### config.mk
export PLATFORM = sky130hd
export DESIGN_NAME = dram_req_master
export DESIGN_NICKNAME = d
export VERILOG_FILES = /design/src/rtl/dram_req_master.sv
export SDC_FILE = /design/constraint.sdc
export NUM_CORES = 1
export LEC_CHECK = 0
export BUFFER_PORTS_ARGS = -buffer_cell sky130_fd_sc_hd__buf_2
export CORE_MARGIN = 3
export CORE_UTILIZATION = 47
export CTS_BUF_LIST = sky130_fd_sc_hd__clkbuf_4 sky130_fd_sc_hd__clkbuf_8
export DETAILED_ROUTE_END_ITERATION = 8
export PLACE_DENSITY = 0.85
export SLEW_MARGIN = 15
export SYNTH_ARGS = -nofsm -noshare
export SYNTH_HDL_FRONTEND = slang
export SYNTH_SLANG_ARGS = --single-unit
### constraint.sdc
create_clock -name CLK -period 5.8 [get_ports CLK]
set_input_delay 1.74 -clock CLK [delete_from_list [all_inputs] [get_ports CLK]]
set_output_delay 1.74 -clock CLK [all_outputs]
set_load 0.01 [all_outputs]
### src/rtl/dram_req_master.sv
// Requester for the dREN/dWEN/ram_wait DRAM interface: arbitrates a fetch port and a
// read/write data port, one outstanding transaction, with a sticky stall watchdog.
module dram_req_master #(
    parameter int unsigned ADDR_W  = 32,
    parameter int unsigned DATA_W  = 32,
    parameter int unsigned TIMEOUT = 1024
) (
    input  logic              CLK,
    input  logic              RST,
    input  logic              c0_req,
    input  logic [ADDR_W-1:0] c0_addr,
    output logic [DATA_W-1:0] c0_rdata,
    output logic              c0_ack,
    input  logic              c1_req,
    input  logic              c1_wen,
    input  logic [ADDR_W-1:0] c1_addr,
    input  logic [DATA_W-1:0] c1_wdata,
    output logic [DATA_W-1:0] c1_rdata,
    output logic              c1_ack,
    output logic              dREN,
    output logic              dWEN,
    output logic [ADDR_W-1:0] ram_addr,
    output logic [DATA_W-1:0] ram_store,
    input  logic [DATA_W-1:0] ram_load,
    input  logic              ram_wait,
    output logic              busy,
    output logic              timeout_err
);

    localparam int unsigned CNT_W = (TIMEOUT > 1) ? $clog2(TIMEOUT + 1) : 1;

    typedef enum logic [1:0] {IDLE, REQ, ACK} state_t;

    state_t           state;
    logic [CNT_W-1:0] wait_cnt;
    logic             last_grant;
    logic             gnt;
    logic             is_wr;
    logic             nxt_gnt;

    // On a tie the port that did not win last time gets the grant.
    always_comb begin
        nxt_gnt = c1_req;
        if (c0_req && c1_req)
            nxt_gnt = ~last_grant;
    end

    always_ff @(posedge CLK) begin
        if (RST) begin
            state       <= IDLE;
            dREN        <= 1'b0;
            dWEN        <= 1'b0;
            ram_addr    <= '0;
            ram_store   <= '0;
            c0_ack      <= 1'b0;
            c1_ack      <= 1'b0;
            c0_rdata    <= '0;
            c1_rdata    <= '0;
            busy        <= 1'b0;
            timeout_err <= 1'b0;
            wait_cnt    <= '0;
            last_grant  <= 1'b1;
            gnt         <= 1'b0;
            is_wr       <= 1'b0;
        end else begin
            unique case (state)
                IDLE: begin
                    if (c0_req || c1_req) begin
                        gnt        <= nxt_gnt;
                        last_grant <= nxt_gnt;
                        is_wr      <= nxt_gnt & c1_wen;
                        dWEN       <= nxt_gnt & c1_wen;
                        dREN       <= ~(nxt_gnt & c1_wen);
                        ram_addr   <= nxt_gnt ? c1_addr : c0_addr;
                        if (nxt_gnt)
                            ram_store <= c1_wdata;
                        wait_cnt   <= '0;
                        busy       <= 1'b1;
                        state      <= REQ;
                    end
                end
                REQ: begin
                    if (!ram_wait) begin
                        dREN <= 1'b0;
                        dWEN <= 1'b0;
                        if (!is_wr) begin
                            if (gnt)
                                c1_rdata <= ram_load;
                            else
                                c0_rdata <= ram_load;
                        end
                        if (gnt)
                            c1_ack <= 1'b1;
                        else
                            c0_ack <= 1'b1;
                        state <= ACK;
                    end else begin
                        if (wait_cnt != '1)
                            wait_cnt <= wait_cnt + 1'b1;
                        // Watchdog only flags; the request stays on the bus.
                        if (TIMEOUT != 0 && wait_cnt == CNT_W'(TIMEOUT - 1))
                            timeout_err <= 1'b1;
                    end
                end
                ACK: begin
                    c0_ack <= 1'b0;
                    c1_ack <= 1'b0;
                    busy   <= 1'b0;
                    state  <= IDLE;
                end
                default: state <= IDLE;
            endcase
        end
    end

endmodule

# After elaboration in Yosys (flattened, before gate mapping)
# Index checks and enable logic that the tools add are counted.
dict set report word_totals {
  wordCells 71
  mem_count 0
  ramBits 0
  regBits 150
  romBits 0
  inputBits 134
  latchBits 0
}
dict set report classes {
  reduce_logical 17
  div 0
  bitwise 6
  eq_ne 10
  add_sub_neg 1
  mux 22
  shifts 0
  order_cmp 0
  multipliers 0
}
# cell count
set ops {}
lappend ops {{2-to-1 mux 11 bit} 3}
lappend ops {{2-to-1 mux 32 bit} 1}
lappend ops {{case mux 11 bit (2 select lines)} 1}
lappend ops {{AND reduction 3 bit} 5}
lappend ops {{!= test 2 bit, second input constant} 6}
lappend ops {{AND reduction 4 bit} 3}
lappend ops {{adder 11 x 1 -> 11 bit, second input constant} 1}
lappend ops {{equality test 11 x 10 -> 1 bit, second input constant} 1}
lappend ops {{!= test 11 bit, second input constant} 1}
lappend ops {{case mux 1 bit (2 select lines)} 5}
lappend ops {{2-to-1 mux 1 bit} 9}
lappend ops {{AND reduction 2 bit} 3}
lappend ops {{nonzero test 2 bit} 3}
lappend ops {{inverter 1 bit} 5}
lappend ops {{2-to-1 mux 2 bit} 2}
lappend ops {{case mux 2 bit (2 select lines)} 1}
lappend ops {{equality test 2 x 1 -> 1 bit, second input constant} 1}
lappend ops {{equality test 2 bit, second input constant} 1}
lappend ops {{logical NOT 2 bit} 1}
lappend ops {{bitwise AND 1 bit} 1}
lappend ops {{logical AND 1 bit} 1}
lappend ops {{logical OR 1 bit} 1}

# Depth between registers and ports, before layout
dict set report depth {
  depth_word 6
  depth_mapped 8
  ltp_nobuf 5
}

# Worst setup path before layout
# Ideal clock, no wire load.
dict set report synth_timing {
  path_type {input-to-reg}
  startpoint {input ram_wait}
  endpoint {register c1_rdata[11]}
  setup_ns 0.142
  setup_slack_ns 2.664
  arrival_time_ns 2.995
  t_required_ns 5.658
  cell_stages 7
  cell_sequence {or3b_1 -> buf_2 -> or3b_1 -> buf_6 -> buf_8 -> nand2_2 -> a21oi_2}
}
dict set report synth_between {
  elab_chain_cells 2
}
# item line_no
set synth_lines {}
lappend synth_lines {{start: declaration} 25} ;# input logic ram_wait,
lappend synth_lines {{inverter 1 bit (no line)} --}
lappend synth_lines {{AND reduction 4 bit (no line)} --}
lappend synth_lines {{end signal: assignment} 88} ;# c1_rdata <= ram_load;
lappend synth_lines {{end: declaration} 18} ;# output logic [DATA_W-1:0] c1_rdata,
# Every way passes these cells.
# A chain may end at the register's enable or synchronous reset.

# Worst setup path after layout
dict set report layout_timing {
  startpoint {input ram_wait}
  endpoint {register c1_rdata[27]}
}
# The elaborated chain is that of the path after synthesis.

==> flow_metrics.py <==
metrics = {
    "outcome": {
        "status": "finished, final reports clean",
    },
    "setup_path": {
        "cp_max_fo": 32,
        "start_kind": "primary input",
        "critPathKind": "in2reg",
        "end_kind": "flip-flop",
        "worstPathRequired_ns": 6.10,
        "reg2regPathDepth": 4,
        "cp.arrival_ns": 3.62,
    },
    "final_layout": {
        "layout_commonest_cell": "buf_2",
        "stdcell_area_um2": 7690,
        "layout_common_cells": "266 x buf_2, 174 x nand2_1, 150 x dfxtp_1, 84 x a21oi_1, 48 x nor2_1",
        "antenna_cells": 0,
        "drive_gt1_frac": 0.388,
        "area_growth_pct": 30.2,
        "nets": 1062,
    },
    "floorplanning": {
        "die_x_um": 118,
        "die_height_um": 118,
        "io_pins": 268,
        "core_um2": 12200,
        "fp.dieArea_um2": 14000,
        "fp-row-count": 40,
        "start_util": 0.486,
    },
    "grt": {
        "grt-ovfl-total": 0,
        "grt_pass1_vias": 5215,
        "antenna_found_initial": 0,
        "grt_pass1_wl_mm": 24.7,
        "grt_max_degree": 73,
        "grtUsageTotal": 0.215,
    },
    "yosys": {
        "ys_top_cells_by_area": "dfxtp_1 51%, nand2_1 11%, a21oi_1 7.1%",
        "synth_area_per_cell_um2": 8.57,
        "yosysWarnings": 0,
        "synth_cells": 689,
        "synth_seq_cells": 150,
        "synthesis.area_um2": 5910,
        "synth-edff-count": 0,
        "seq_area_frac_synth": 0.508,
        "synth_flop_cell": "dfxtp_1",
        "yosysTopAreaCellShare": 0.508,
        "async_flop_share": 0,
        "syn_nets": 824,
        "yosysTopAreaCell": "dfxtp_1",
        "synth_cell_types": 44,
    },
    "worst_hold_path": {
        "hold_class": "reg2reg",
        "hold_depth": 2,
    },
    "routing": {
        "drt_iter0_drc": 368,
        "drtAntennaViolNets": 0,
        "detail_route.wirelength_mm": 15.4,
        "wl_per_cell_um": 13.9,
        "first_pass_iters": 4,
        "drcViolationCount": 0,
        "vias": 5603,
        "vias_per_cell": 5.06,
    },
    "timing": {
        "tightest_slew_ns": 1.06,
        "rsz0062_at_grt": "false",
        "max_slew_margin": 0.294,
        "setup_tns_ns": 0,
        "finalCriticalPeriod_ns": 3.32,
        "hold_ws_ns": 0.454,
        "final-hold-violation-count": 0,
        "max_clock_freq_ghz": 0.301,
        "setup_viol": 0,
        "drv_slew": 0,
        "fin_skew_ns": 0.00808,
        "setup_slack_ns": 2.48,
        "finalCritPeriodShare": 0.573,
    },
    "clock_tree": {
        "clk_latency_ns": 0.43,
        "post_cts_resized": 0,
        "cts_inserted_buffers": 17,
        "cts_sinks": 150,
        "clk_path_buf_depth": 2,
        "htree_levels": 4,
        "root_buffer": "clkbuf_8",
        "cts_setup_buffers": 0,
        "tritoncts": "built",
        "clk_pin_slew_ns": 0.08,
        "postCtsHoldBufs": 0,
    },
    "placed_design": {
        "dpl_cell_area_um2": 7260,
        "pre_cts_ws_ns": 2.03,
        "gp_congestion": 0.878,
        "dp_hpwl_mm": 11.1,
        "io_buffers": 267,
    },
    "pwr": {
        "vdd_drop_max_v": 0.000166,
        "power_density_nw_per_um2": 296,
        "leakage_nw": 3.40,
    },
    "job": {
        "cap_viol_max_count": 0,
    },
}
==> where the power goes <==
| part | switching [W] | total, W | internal [W] | leakage (nW) |
|---|---|---|---|---|
| Sequential | 0.0000313 | 0.00112 | 0.00109 | 1.22 |
| Combinational | 0.000184 | 0.000313 | 0.000129 | 1.96 |
| Clock | 0.000378 | 0.000848 | 0.000470 | 0.219 |
==> synth_stat cells (all sizes together), types with 2 or more instances <==
library cell / n
nand2: 204
dfxtp: 150
a21oi: 108
nor2: 48
a211oi: 34
mux2i: 32
clkbuf: 31
buf: 22
o21ai: 7
nor3: 5
a31oi: 4
inv: 4
nand3: 4
o311ai: 4
and3: 3
and4: 3
o41ai: 3
nand2b: 2
nand3b: 2
nand4: 2
or3b: 2
==> logic make-up after synthesis <==
kind of cell	after synthesis	share of synthesized area
mux	32	0.0542
compound gates	167	0.180
simple gates	282	0.208
flops	150	0.508
buf+inv	57	0.0470
fa+ha+maj	1	0.00212
==> routing by layer <==
metal,vias to the layer above,GRT usage,wire (um)
met5,-,0,0
met4,0,0.0762,272
met3,26,0.0730,1140
met2,212,0.369,7760
met1,2547,0.249,6240
li1,2818,-,-
==> worst max-delay path, stage by stage <==
cell and delay, ns:
buf_2 0.12, or3b_1 0.53, or3b_2 0.94, nand2_2 0.21, a21oi_2 0.07
==> path summary, 6_finish.rpt <==
kind	startpoint	end	slack (ns)
hold reg to reg	ram_store[1]$_SDFFE_PP0P_	ram_store[1]$_SDFFE_PP0P_	0.45
hold / removal	ram_store[1]$_SDFFE_PP0P_	ram_store[1]$_SDFFE_PP0P_	0.45
setup reg to reg	state[0]$_SDFFE_PP0P_	c1_rdata[27]$_SDFFE_PP0P_	3.39
setup / recovery	ram_wait	c1_rdata[27]$_SDFFE_PP0P_	2.48
==> final cells by class <==
cell class                      instances  area [um^2]
Timing Repair Buffer                  272         1380
Sequential cell                       150         3000
Fill cell                            1075         4470
Multi-Input combinational cell        482         2660
Tap cell                              168          210
Inverter                                4         15.0
Clock buffer                           18          241
Clock inverter                         14          184
==> sequential cells by signal, summed over array words and instances (netlist names), 2 cells and up <==
register and cells:
c0_rdata 32, c1_rdata 32, ram_addr 32, ram_store 32, state 2, wait_cnt 11
==> per-stage QoR <==
step,power [W],instances,utilization
final,0.00228,1108,0.632
after global routing,0.00239,1108,0.632
after CTS,0.00230,1108,0.632
after detailed placement,0.00146,1076,0.597
after global placement,0.00145,1076,0.597
after floorplan,0.00132,689,-
Power figures use the tool's default switching activity.
